### src/rtl/modulo_pkg.sv
// Shared constants for the round-robin modulo scheduler: widths and FSM state encoding.
package modulo_pkg;

    localparam int unsigned WIDTH = 8;
    localparam int unsigned NREQ  = 2;
    localparam int unsigned CNT_W = $clog2(WIDTH);
    localparam int unsigned ID_W  = 1;

    localparam logic [1:0] ST_IDLE = 2'd0;
    localparam logic [1:0] ST_CALC = 2'd1;
    localparam logic [1:0] ST_DONE = 2'd2;

endpackage

### src/rtl/modulo_rr_scheduler_if.sv
// Requester and result handshake bundle for the modulo scheduler.
interface modulo_rr_scheduler_if;
    import modulo_pkg::*;

    logic [NREQ-1:0]  req_valid_i;
    logic [NREQ-1:0]  req_ready_o;
    logic [WIDTH-1:0] req0_data0_i;
    logic [WIDTH-1:0] req0_data1_i;
    logic [WIDTH-1:0] req1_data0_i;
    logic [WIDTH-1:0] req1_data1_i;
    logic             result_valid_o;
    logic             result_ready_i;
    logic [WIDTH-1:0] result_o;
    logic [ID_W-1:0]  result_id_o;
    logic             dbz_o;
    logic             busy_o;

    modport slave (
        input  req_valid_i, req0_data0_i, req0_data1_i, req1_data0_i, req1_data1_i,
        input  result_ready_i,
        output req_ready_o, result_valid_o, result_o, result_id_o, dbz_o, busy_o
    );

    modport master (
        output req_valid_i, req0_data0_i, req0_data1_i, req1_data0_i, req1_data1_i,
        output result_ready_i,
        input  req_ready_o, result_valid_o, result_o, result_id_o, dbz_o, busy_o
    );

endinterface

### src/rtl/modulo_seq_core.sv
// Restoring shift-subtract remainder engine: one quotient bit per cycle, WIDTH cycles per job.
module modulo_seq_core
    import modulo_pkg::*;
(
    input  logic             clk,
    input  logic             rst,
    input  logic             start,
    input  logic [WIDTH-1:0] dividend,
    input  logic [WIDTH-1:0] divisor,
    output logic             done_c,
    output logic [WIDTH-1:0] rem_c
);

    logic [WIDTH-1:0] dvd;
    logic [WIDTH-1:0] dvs;
    logic [WIDTH-1:0] rem;
    logic [CNT_W-1:0] cnt;
    logic             running;
    logic [WIDTH:0]   rem_sh;
    logic [WIDTH:0]   diff;

    // The shifted remainder needs WIDTH+1 bits; the borrow of the trial subtract decides restore.
    always_comb begin
        rem_sh = {rem, dvd[WIDTH-1]};
        diff   = rem_sh - {1'b0, dvs};
        rem_c  = diff[WIDTH] ? rem_sh[WIDTH-1:0] : diff[WIDTH-1:0];
        done_c = running && (cnt == CNT_W'(WIDTH - 1));
    end

    always_ff @(posedge clk or posedge rst) begin
        if (rst) begin
            dvd     <= '0;
            dvs     <= '0;
            rem     <= '0;
            cnt     <= '0;
            running <= 1'b0;
        end else if (start) begin
            dvd     <= dividend;
            dvs     <= divisor;
            rem     <= '0;
            cnt     <= '0;
            running <= 1'b1;
        end else if (running) begin
            rem     <= rem_c;
            dvd     <= {dvd[WIDTH-2:0], 1'b0};
            cnt     <= cnt + CNT_W'(1);
            running <= !done_c;
        end
    end

endmodule

### src/rtl/modulo_rr_scheduler.sv
// Two-requester round-robin front end, job FSM and result registers around the shared remainder core.
module modulo_rr_scheduler
    import modulo_pkg::*;
(
    input  logic                 clk_i,
    input  logic                 rst_i,
    modulo_rr_scheduler_if.slave bus
);

    logic [1:0]       state, state_d;
    logic             rr_ptr, rr_ptr_d;
    logic [NREQ-1:0]  grant_c;
    logic             accept_c;
    logic             gid_c;
    logic [WIDTH-1:0] sel_dividend_c;
    logic [WIDTH-1:0] sel_divisor_c;
    logic             start_c;
    logic             core_done_c;
    logic [WIDTH-1:0] core_rem_c;
    logic             valid_d;
    logic [WIDTH-1:0] result_d;
    logic [ID_W-1:0]  id_d;
    logic             dbz_d;

    // Grant only in IDLE; on contention rr_ptr picks the winner.
    always_comb begin
        grant_c = '0;
        if (state == ST_IDLE) begin
            if (bus.req_valid_i == 2'b11) grant_c[rr_ptr] = 1'b1;
            else                          grant_c = bus.req_valid_i;
        end
    end

    assign bus.req_ready_o = grant_c;
    assign accept_c        = |grant_c;
    assign gid_c           = grant_c[1];
    assign sel_dividend_c  = gid_c ? bus.req1_data0_i : bus.req0_data0_i;
    assign sel_divisor_c   = gid_c ? bus.req1_data1_i : bus.req0_data1_i;

    modulo_seq_core u_core (
        .clk      (clk_i),
        .rst      (rst_i),
        .start    (start_c),
        .dividend (sel_dividend_c),
        .divisor  (sel_divisor_c),
        .done_c   (core_done_c),
        .rem_c    (core_rem_c)
    );

    // Next-state and next-output logic.
    always_comb begin
        state_d  = state;
        rr_ptr_d = rr_ptr;
        valid_d  = bus.result_valid_o;
        result_d = bus.result_o;
        id_d     = bus.result_id_o;
        dbz_d    = bus.dbz_o;
        start_c  = 1'b0;
        case (state)
            ST_IDLE: begin
                if (accept_c) begin
                    rr_ptr_d = !gid_c;
                    id_d     = ID_W'(gid_c);
                    if (sel_divisor_c == '0) begin
                        state_d  = ST_DONE;
                        valid_d  = 1'b1;
                        result_d = '0;
                        dbz_d    = 1'b1;
                    end else begin
                        state_d  = ST_CALC;
                        start_c  = 1'b1;
                        dbz_d    = 1'b0;
                    end
                end
            end
            ST_CALC: begin
                if (core_done_c) begin
                    state_d  = ST_DONE;
                    valid_d  = 1'b1;
                    result_d = core_rem_c;
                end
            end
            ST_DONE: begin
                if (bus.result_ready_i) begin
                    state_d = ST_IDLE;
                    valid_d = 1'b0;
                end
            end
            default: state_d = ST_IDLE;
        endcase
    end

    always_ff @(posedge clk_i or posedge rst_i) begin
        if (rst_i) begin
            state              <= ST_IDLE;
            rr_ptr             <= 1'b0;
            bus.result_valid_o <= 1'b0;
            bus.result_o       <= '0;
            bus.result_id_o    <= '0;
            bus.dbz_o          <= 1'b0;
            bus.busy_o         <= 1'b0;
        end else begin
            state              <= state_d;
            rr_ptr             <= rr_ptr_d;
            bus.result_valid_o <= valid_d;
            bus.result_o       <= result_d;
            bus.result_id_o    <= id_d;
            bus.dbz_o          <= dbz_d;
            bus.busy_o         <= (state_d != ST_IDLE);
        end
    end

endmodule

### src/flat_wrapper.sv
// flat-port wrapper written by rule: the top's interface ports become plain ports
module modulo_rr_scheduler_flat import modulo_pkg::*;
  (clk_i, rst_i, bus_req_valid_i, bus_req0_data0_i, bus_req0_data1_i, bus_req1_data0_i, bus_req1_data1_i, bus_result_ready_i, bus_req_ready_o, bus_result_valid_o, bus_result_o, bus_result_id_o, bus_dbz_o, bus_busy_o);
  modulo_rr_scheduler_if bus_i ();
  input  logic clk_i;
  input  logic rst_i;
  input wire logic [$bits(bus_i.req_valid_i)-1:0] bus_req_valid_i;
  input wire logic [$bits(bus_i.req0_data0_i)-1:0] bus_req0_data0_i;
  input wire logic [$bits(bus_i.req0_data1_i)-1:0] bus_req0_data1_i;
  input wire logic [$bits(bus_i.req1_data0_i)-1:0] bus_req1_data0_i;
  input wire logic [$bits(bus_i.req1_data1_i)-1:0] bus_req1_data1_i;
  input wire logic [$bits(bus_i.result_ready_i)-1:0] bus_result_ready_i;
  output wire logic [$bits(bus_i.req_ready_o)-1:0] bus_req_ready_o;
  output wire logic [$bits(bus_i.result_valid_o)-1:0] bus_result_valid_o;
  output wire logic [$bits(bus_i.result_o)-1:0] bus_result_o;
  output wire logic [$bits(bus_i.result_id_o)-1:0] bus_result_id_o;
  output wire logic [$bits(bus_i.dbz_o)-1:0] bus_dbz_o;
  output wire logic [$bits(bus_i.busy_o)-1:0] bus_busy_o;
  assign bus_i.req_valid_i = bus_req_valid_i;
  assign bus_i.req0_data0_i = bus_req0_data0_i;
  assign bus_i.req0_data1_i = bus_req0_data1_i;
  assign bus_i.req1_data0_i = bus_req1_data0_i;
  assign bus_i.req1_data1_i = bus_req1_data1_i;
  assign bus_i.result_ready_i = bus_result_ready_i;
  assign bus_req_ready_o = bus_i.req_ready_o;
  assign bus_result_valid_o = bus_i.result_valid_o;
  assign bus_result_o = bus_i.result_o;
  assign bus_result_id_o = bus_i.result_id_o;
  assign bus_dbz_o = bus_i.dbz_o;
  assign bus_busy_o = bus_i.busy_o;
  modulo_rr_scheduler u_core (.clk_i(clk_i), .rst_i(rst_i), .bus(bus_i));
endmodule
### config.mk
export PLATFORM = sky130hd
export DESIGN_NAME = modulo_rr_scheduler_flat
export DESIGN_NICKNAME = d
export VERILOG_FILES = /design/src/rtl/modulo_pkg.sv /design/src/rtl/modulo_rr_scheduler_if.sv /design/src/rtl/modulo_seq_core.sv /design/src/rtl/modulo_rr_scheduler.sv /design/src/flat_wrapper.sv
export SDC_FILE = /design/constraint.sdc
export NUM_CORES = 1
export LEC_CHECK = 0
export CAP_MARGIN = 10
export CORE_UTILIZATION = 55
export DETAILED_ROUTE_END_ITERATION = 12
export DONT_BUFFER_PORTS = 1
export GPL_ROUTABILITY_DRIVEN = 0
export GPL_TIMING_DRIVEN = 1
export PLACE_DENSITY = 0.67
export SLEW_MARGIN = 20
export SYNTH_ARGS = -nofsm -noshare
export SYNTH_HDL_FRONTEND = slang
export SYNTH_HIERARCHICAL = 1
export SYNTH_SLANG_ARGS = --single-unit
### constraint.sdc
create_clock -name clk_i -period 5.4 [get_ports clk_i]
set_input_delay 0.54 -clock clk_i [delete_from_list [all_inputs] [get_ports clk_i]]
set_output_delay 0.54 -clock clk_i [all_outputs]
set_load 0.005 [all_outputs]
# Word-level counts from Yosys, hierarchy flattened
# Cells that the tools add are included.
[totals]
inputBits = 37
output_inout_bits = 14
elab_cells = 71
ff_bits = 43
[classes]
magnitude_cmp = 2
n_eq_ne = 8
add_sub_neg = 2
reduce_logical = 14
muxes = 33
[ops]
columns = ["operator", "count"]
rows = [
  ["2-to-1 mux 8 bit", 10],
  ["case mux 8 bit (2 select lines)", 1],
  ["2-to-1 mux 2 bit", 6],
  ["2-to-1 mux 1 bit", 11],
  ["subtractor 9 x 8 -> 9 bit", 1],
  ["zero test 8 bit", 1],
  ["2-to-1 mux 3 bit", 2],
  ["case mux 2 bit (3 select lines)", 1],
  ["nonzero test 2 bit", 3],
  ["AND reduction 5 bit", 1],
  ["equality test 2 bit, second input constant", 2],
  ["!= test 2 x 1 -> 1 bit, second input constant", 2],
  ["!= test 2 bit, second input constant", 2],
  ["AND reduction 4 bit", 1],
  ["adder 3 x 1 -> 3 bit, second input constant", 1],
  ["equality test 3 bit, second input constant", 1],
  ["case mux 1 bit (3 select lines)", 1],
  ["nonzero test 3 bit", 1],
  ["equality test 2 x 1 -> 1 bit, second input constant", 1],
  ["logical AND 1 bit", 2],
  ["zero test 1 bit", 2],
  ["zero test 2 bit", 1],
  ["< comparator 1 x 2 -> 1 bit, second input constant", 1],
  ["AND reduction 2 bit", 1],
  ["other kinds (3)", 3],
]

# Longest topological paths before layout
[logic_depth]
word_depth = 12
depth_mapped = 10

# Cells and area by module
# The synthesis kept the hierarchy.
[modules_own_cells]
columns = ["mod", "instances", "cells_per_inst", "area_per_inst_um2"]
rows = [
  ["modulo_seq_core", 1, 182, 1700.4],
  ["modulo_rr_scheduler", 1, 78, 857.1],
]

# Least setup slack after synthesis
# Ideal clock, no wire load.
[synth_path]
kind = "register -> register"
startpoint = "register u_core.u_core.dvd[7]"
endpoint = "register u_core.bus.result_o[2]"
required_time_ns = 5.279
setup_slack_ns = 2.975
arrival_time_ns = 2.304
path_buffers = 0
setup_ns = 0.121
stages_incl_launch_ff = 10
cell_sequence = "dfrtp_1 inv_1 ha_1 inv_1 fa_1 a211oi_4 o211a_4 o211a_1 mux2_2 a22o_1"
[synth_via]
elab_chain_cells = 4
[synth_lines]
columns = ["element", "line_no", "rtl"]
rows = [
  ["start: declaration", "modulo_seq_core.sv:14", "logic [WIDTH-1:0] dvd;"],
  ["start signal: assignment", "modulo_seq_core.sv:38", "dvd <= dividend;"],
  ["start signal: assignment", "modulo_seq_core.sv:45", "dvd <= {dvd[WIDTH-2:0], 1'b0};"],
  ["subtractor 9 x 8 -> 9 bit", "modulo_seq_core.sv:25", "diff = rem_sh - {1'b0, dvs};"],
  ["2-to-1 mux 8 bit", "modulo_seq_core.sv:26", "rem_c = diff[WIDTH] ? rem_sh[WIDTH-1:0] : diff[WIDTH-1:0];"],
  ["named net u_core.core_rem_c[2]", "modulo_rr_scheduler.sv:19", "logic [WIDTH-1:0] core_rem_c;"],
  ["2-to-1 mux 8 bit", "modulo_rr_scheduler.sv:77", "if (core_done_c) begin"],
  ["case mux 8 bit (2 select lines)", "modulo_rr_scheduler.sv:59", "case (state)"],
  ["end signal: assignment", "modulo_rr_scheduler.sv:106", "bus.result_o <= result_d;"],
  ["end: declaration", "modulo_rr_scheduler_if.sv:21", "output req_ready_o, result_valid_o, result_o, result_id_o, dbz_o, busy_o"],
]
# The timed path passes the listed nets, and every way through them passes these cells. The select of a mux whose other input is x is not followed.
# A chain may end at the register's enable or synchronous reset.

# Worst setup path after layout
# Ends and elaborated chain as after synthesis.

==> impl_metrics.json <==
{
  "ys_ff_latch": 43,
  "finalHoldViolCount": 0,
  "n_antenna_cell": 0,
  "cts_tree": "done",
  "setup_violations": 0,
  "maxSlewViolCount": 0,
  "synthesis.nets": 308,
  "wl_per_cell_um": 16.9,
  "postCtsSetupRepairBufs": 0,
  "ys_types": 50,
  "pin_count": 51,
  "start_util_pct": 57.9,
  "antenna_found_initial": 0,
  "synth-simple-area-share_pct": 15.2,
  "synthArstFlopShare_pct": 100,
  "cts-root-buf": "clkbuf_8",
  "synth_xor_area_share_pct": 1.37,
  "fin_util_pct": 60.9,
  "final_nets": 306,
  "synth.area.top_cells": "dfrtp_1 (42%), mux2_2 (9.2%), nand2_1 (5.4%)",
  "ir_worst_vdd_mv": 0.272,
  "synth_fa_ha_area_share_pct": 5.68,
  "grt_usage_pct": 22.8,
  "synth_ff_type": "dfrtp_1",
  "finalCritPeriodShare_pct": 49.4,
  "htreeDepth": 2,
  "synth_compound_area_share_pct": 18.3,
  "synth_area_sq_um": 2560,
  "drtAntennaViolNets": 0,
  "worst-path-max-fanout": 7,
  "clockBufferDepth": 2,
  "cp-start-kind": "register",
  "clkLatencyLatePin_ns": 0.30,
  "nFillCells": 389,
  "viasPerCell": 6.07,
  "critPathArrivalTime_ns": 2.85,
  "reg2reg_setup_slack_ns": 2.73,
  "crit_top_cell": "inv_1",
  "relSlewSlack_pct": 32.3,
  "yosysWarnings": 6,
  "period_needed_ns": 2.67,
  "fin_hold_ws_ns": 0.184,
  "core-area_sq_um": 4410,
  "synthMuxAreaShare_pct": 12.8,
  "synth_top_family_by_area": "compound AO/OA/AOI/OAI gates",
  "postSynthCellCount": 260,
  "worstHoldPathType": "primary input to async pin",
  "max_freq_mhz": 375,
  "ctsHoldBuffers": 0,
  "cp_data_required_time_ns": 5.58,
  "rows": 24,
  "worstMarginPinSlew_ns": 1.02,
  "end_kind": "register",
  "crit_family": "compound AO/OA/AOI/OAI gates",
  "avgSynthCellArea_sq_um": 9.84,
  "crit_slowest_cell": "fa_1",
  "synth_largest_area_cell": "dfrtp_1",
  "leakage_nw": 1.28,
  "routed_wl_mm": 5.23,
  "cp_cell_sequence": "inv_1 > ha_1 > inv_1 > fa_1 > a211oi_4 > o211a_4 > o211a_1 > mux2_2 > a22o_1",
  "numPortBuffers": 0,
  "synth-seq-area-share_pct": 42.1,
  "dr.pass1.iters": 4,
  "drc_errors": 0,
  "crit_buf_inv": 2,
  "outcome": "finished, final reports clean",
  "finClkSkew_ns": 0.00651,
  "dp_hpwl_mm": 3.84,
  "cpPeakStageDelay_ns": 0.43,
  "post_cts_resized": 0,
  "critical_path_class": "register to register",
  "drt_iter0_drc": 100,
  "syn2layout_area_growth_pct": 5.14,
  "clk_pin_slew_ns": 0.08,
  "grt_pass1_wl_mm": 8.69,
  "synth.top_cell.area_share_pct": 42.1,
  "die_x_um": 70.2,
  "first_global_vias": 1869,
  "grt_max_degree": 31,
  "rsz0062_at_grt": "no",
  "final.setup.tns_ns": 0,
  "cts_buffers": 5,
  "power.density_nw_per_um2": 724,
  "drive_gt1_share_pct": 14.3,
  "cts.sinks": 43,
  "synth_edf_count": 0,
  "grt_overflow": 0,
  "die_y_um": 70.2,
  "vias": 1882,
  "dieArea_sq_um": 4930,
  "drv_cap": 0
}
[placed cells by master, fill, tap and decap left out, types with 3 or more instances in the layout]
cell       n
dfrtp_1   43
nand2_1   37
mux2_2    21
o21ai_0   19
nor2_1    18
inv_1     17
ha_1      10
mux2i_1    9
a22o_1     8
a311oi_1   6
clkbuf_8   5
a21oi_1    5
nand2b_1   4
or4_1      3
or3_1      3
o211ai_1   3
nor3_1     3
xor2_1     3
[worst register-to-register path, delay by kind of cell (launching register included)]
family                     cells  cell delay (ns)
muxes                          1             0.37
buffers and inverters          2             0.11
AOI/OAI and AO/OA              4             1.08
DFF                            1             0.40
adders and majority gates      2             0.58
[power by group]
part           internal (W)  leakage [nW]  switching (W)  total (W)
Combinational      0.000494         0.695       0.000639    0.00113
Clock              0.000136        0.0513       0.000106   0.000242
Sequential         0.000463         0.537       0.000109   0.000571
[area by class of cell]
cell class / count / area [sq um] / share of cell area, %
multi-input combinational: 189 / 1370 / 50.8
sequential: 43 / 1080 / 40.0
clock buffer: 6 / 72.6 / 2.70
tap: 52 / 65.1 / 2.42
inverter: 17 / 63.8 / 2.37
clock inverter: 1 / 30.0 / 1.12
timing repair buffer: 2 / 15.0 / 0.558
[worst paths after layout]
check	cells after the start	from	endpoint
worst max-delay path	9	u_core/u_core/dvd[7]	u_core/bus.result_o[2]
worst min-delay path	1	rst_i	u_core/bus.result_valid_o
worst max register to register	9	u_core/u_core/dvd[7]	u_core/bus.result_o[2]
worst min register to register	2	u_core/bus.result_id_o	u_core/bus.result_id_o
max in group asynchronous	1	rst_i	u_core/state[1]
min in group clk_i	3	bus_result_ready_i	u_core/bus.result_valid_o
[metal layers]
metal,vias up,share of wire (%),global-route usage [%]
met5,-,0,0
met4,0,2.4,10.7
met3,11,3.4,4.18
met2,41,48,36.6
met1,902,47,30.0
li1,928,-,-
[kinds of logic after synthesis]
| kind of cell | Yosys count |
|---|---|
| compound gates | 61 |
| mux | 30 |
| fa+ha+maj | 11 |
| buf+inv | 28 |
| simple gates | 83 |
| xor+xnor | 4 |
| flops | 43 |
[sequential cells by signal, summed over array words and instances (netlist names)]
name and count:
u_core/state 2, u_core/bus.result_valid_o 1, u_core/u_core/dvs 8, u_core/bus.dbz_o 1
u_core/bus.result_id_o 1, u_core/u_core/dvd 8, u_core/bus.busy_o 1, u_core/u_core/cnt 3
u_core/bus.result_o 8, u_core/rr_ptr 1, u_core/u_core/rem 8, u_core/u_core/running 1
[Yosys cell counts, types with 2 or more instances]
| master | n |
|---|---|
| a21o_1 | 2 |
| inv_1 | 17 |
| nand2b_1 | 4 |
| a22o_1 | 8 |
| o21a_1 | 2 |
| nor3b_1 | 2 |
| ha_1 | 10 |
| mux2i_1 | 9 |
| and2_1 | 2 |
| xor2_1 | 3 |
| mux2_2 | 21 |
| nand2_1 | 37 |
| nor2_1 | 19 |
| a211o_1 | 2 |
| dfrtp_1 | 43 |
| nor4_1 | 2 |
| a21oi_1 | 5 |
| a311oi_1 | 6 |
| nor3_1 | 3 |
| clkbuf_1 | 8 |
| or3_1 | 3 |
| o211ai_1 | 3 |
| or4_1 | 3 |
| a311o_1 | 2 |
| o21ai_0 | 19 |
[per-stage QoR]
step	cells	power [W]	worst slack [ns]	cell area (sq um)
2_1_floorplan	260	0.00147	2.97	2560
3_3_place_gp	303	0.00169	2.81	2590
3_5_place_dp	303	0.00171	2.76	2590
4_1_cts	310	0.00196	2.73	2690
5_1_grt	310	0.00211	2.62	2690
6_report	310	0.00195	2.73	2690
(Power assumes the default switching activity.)
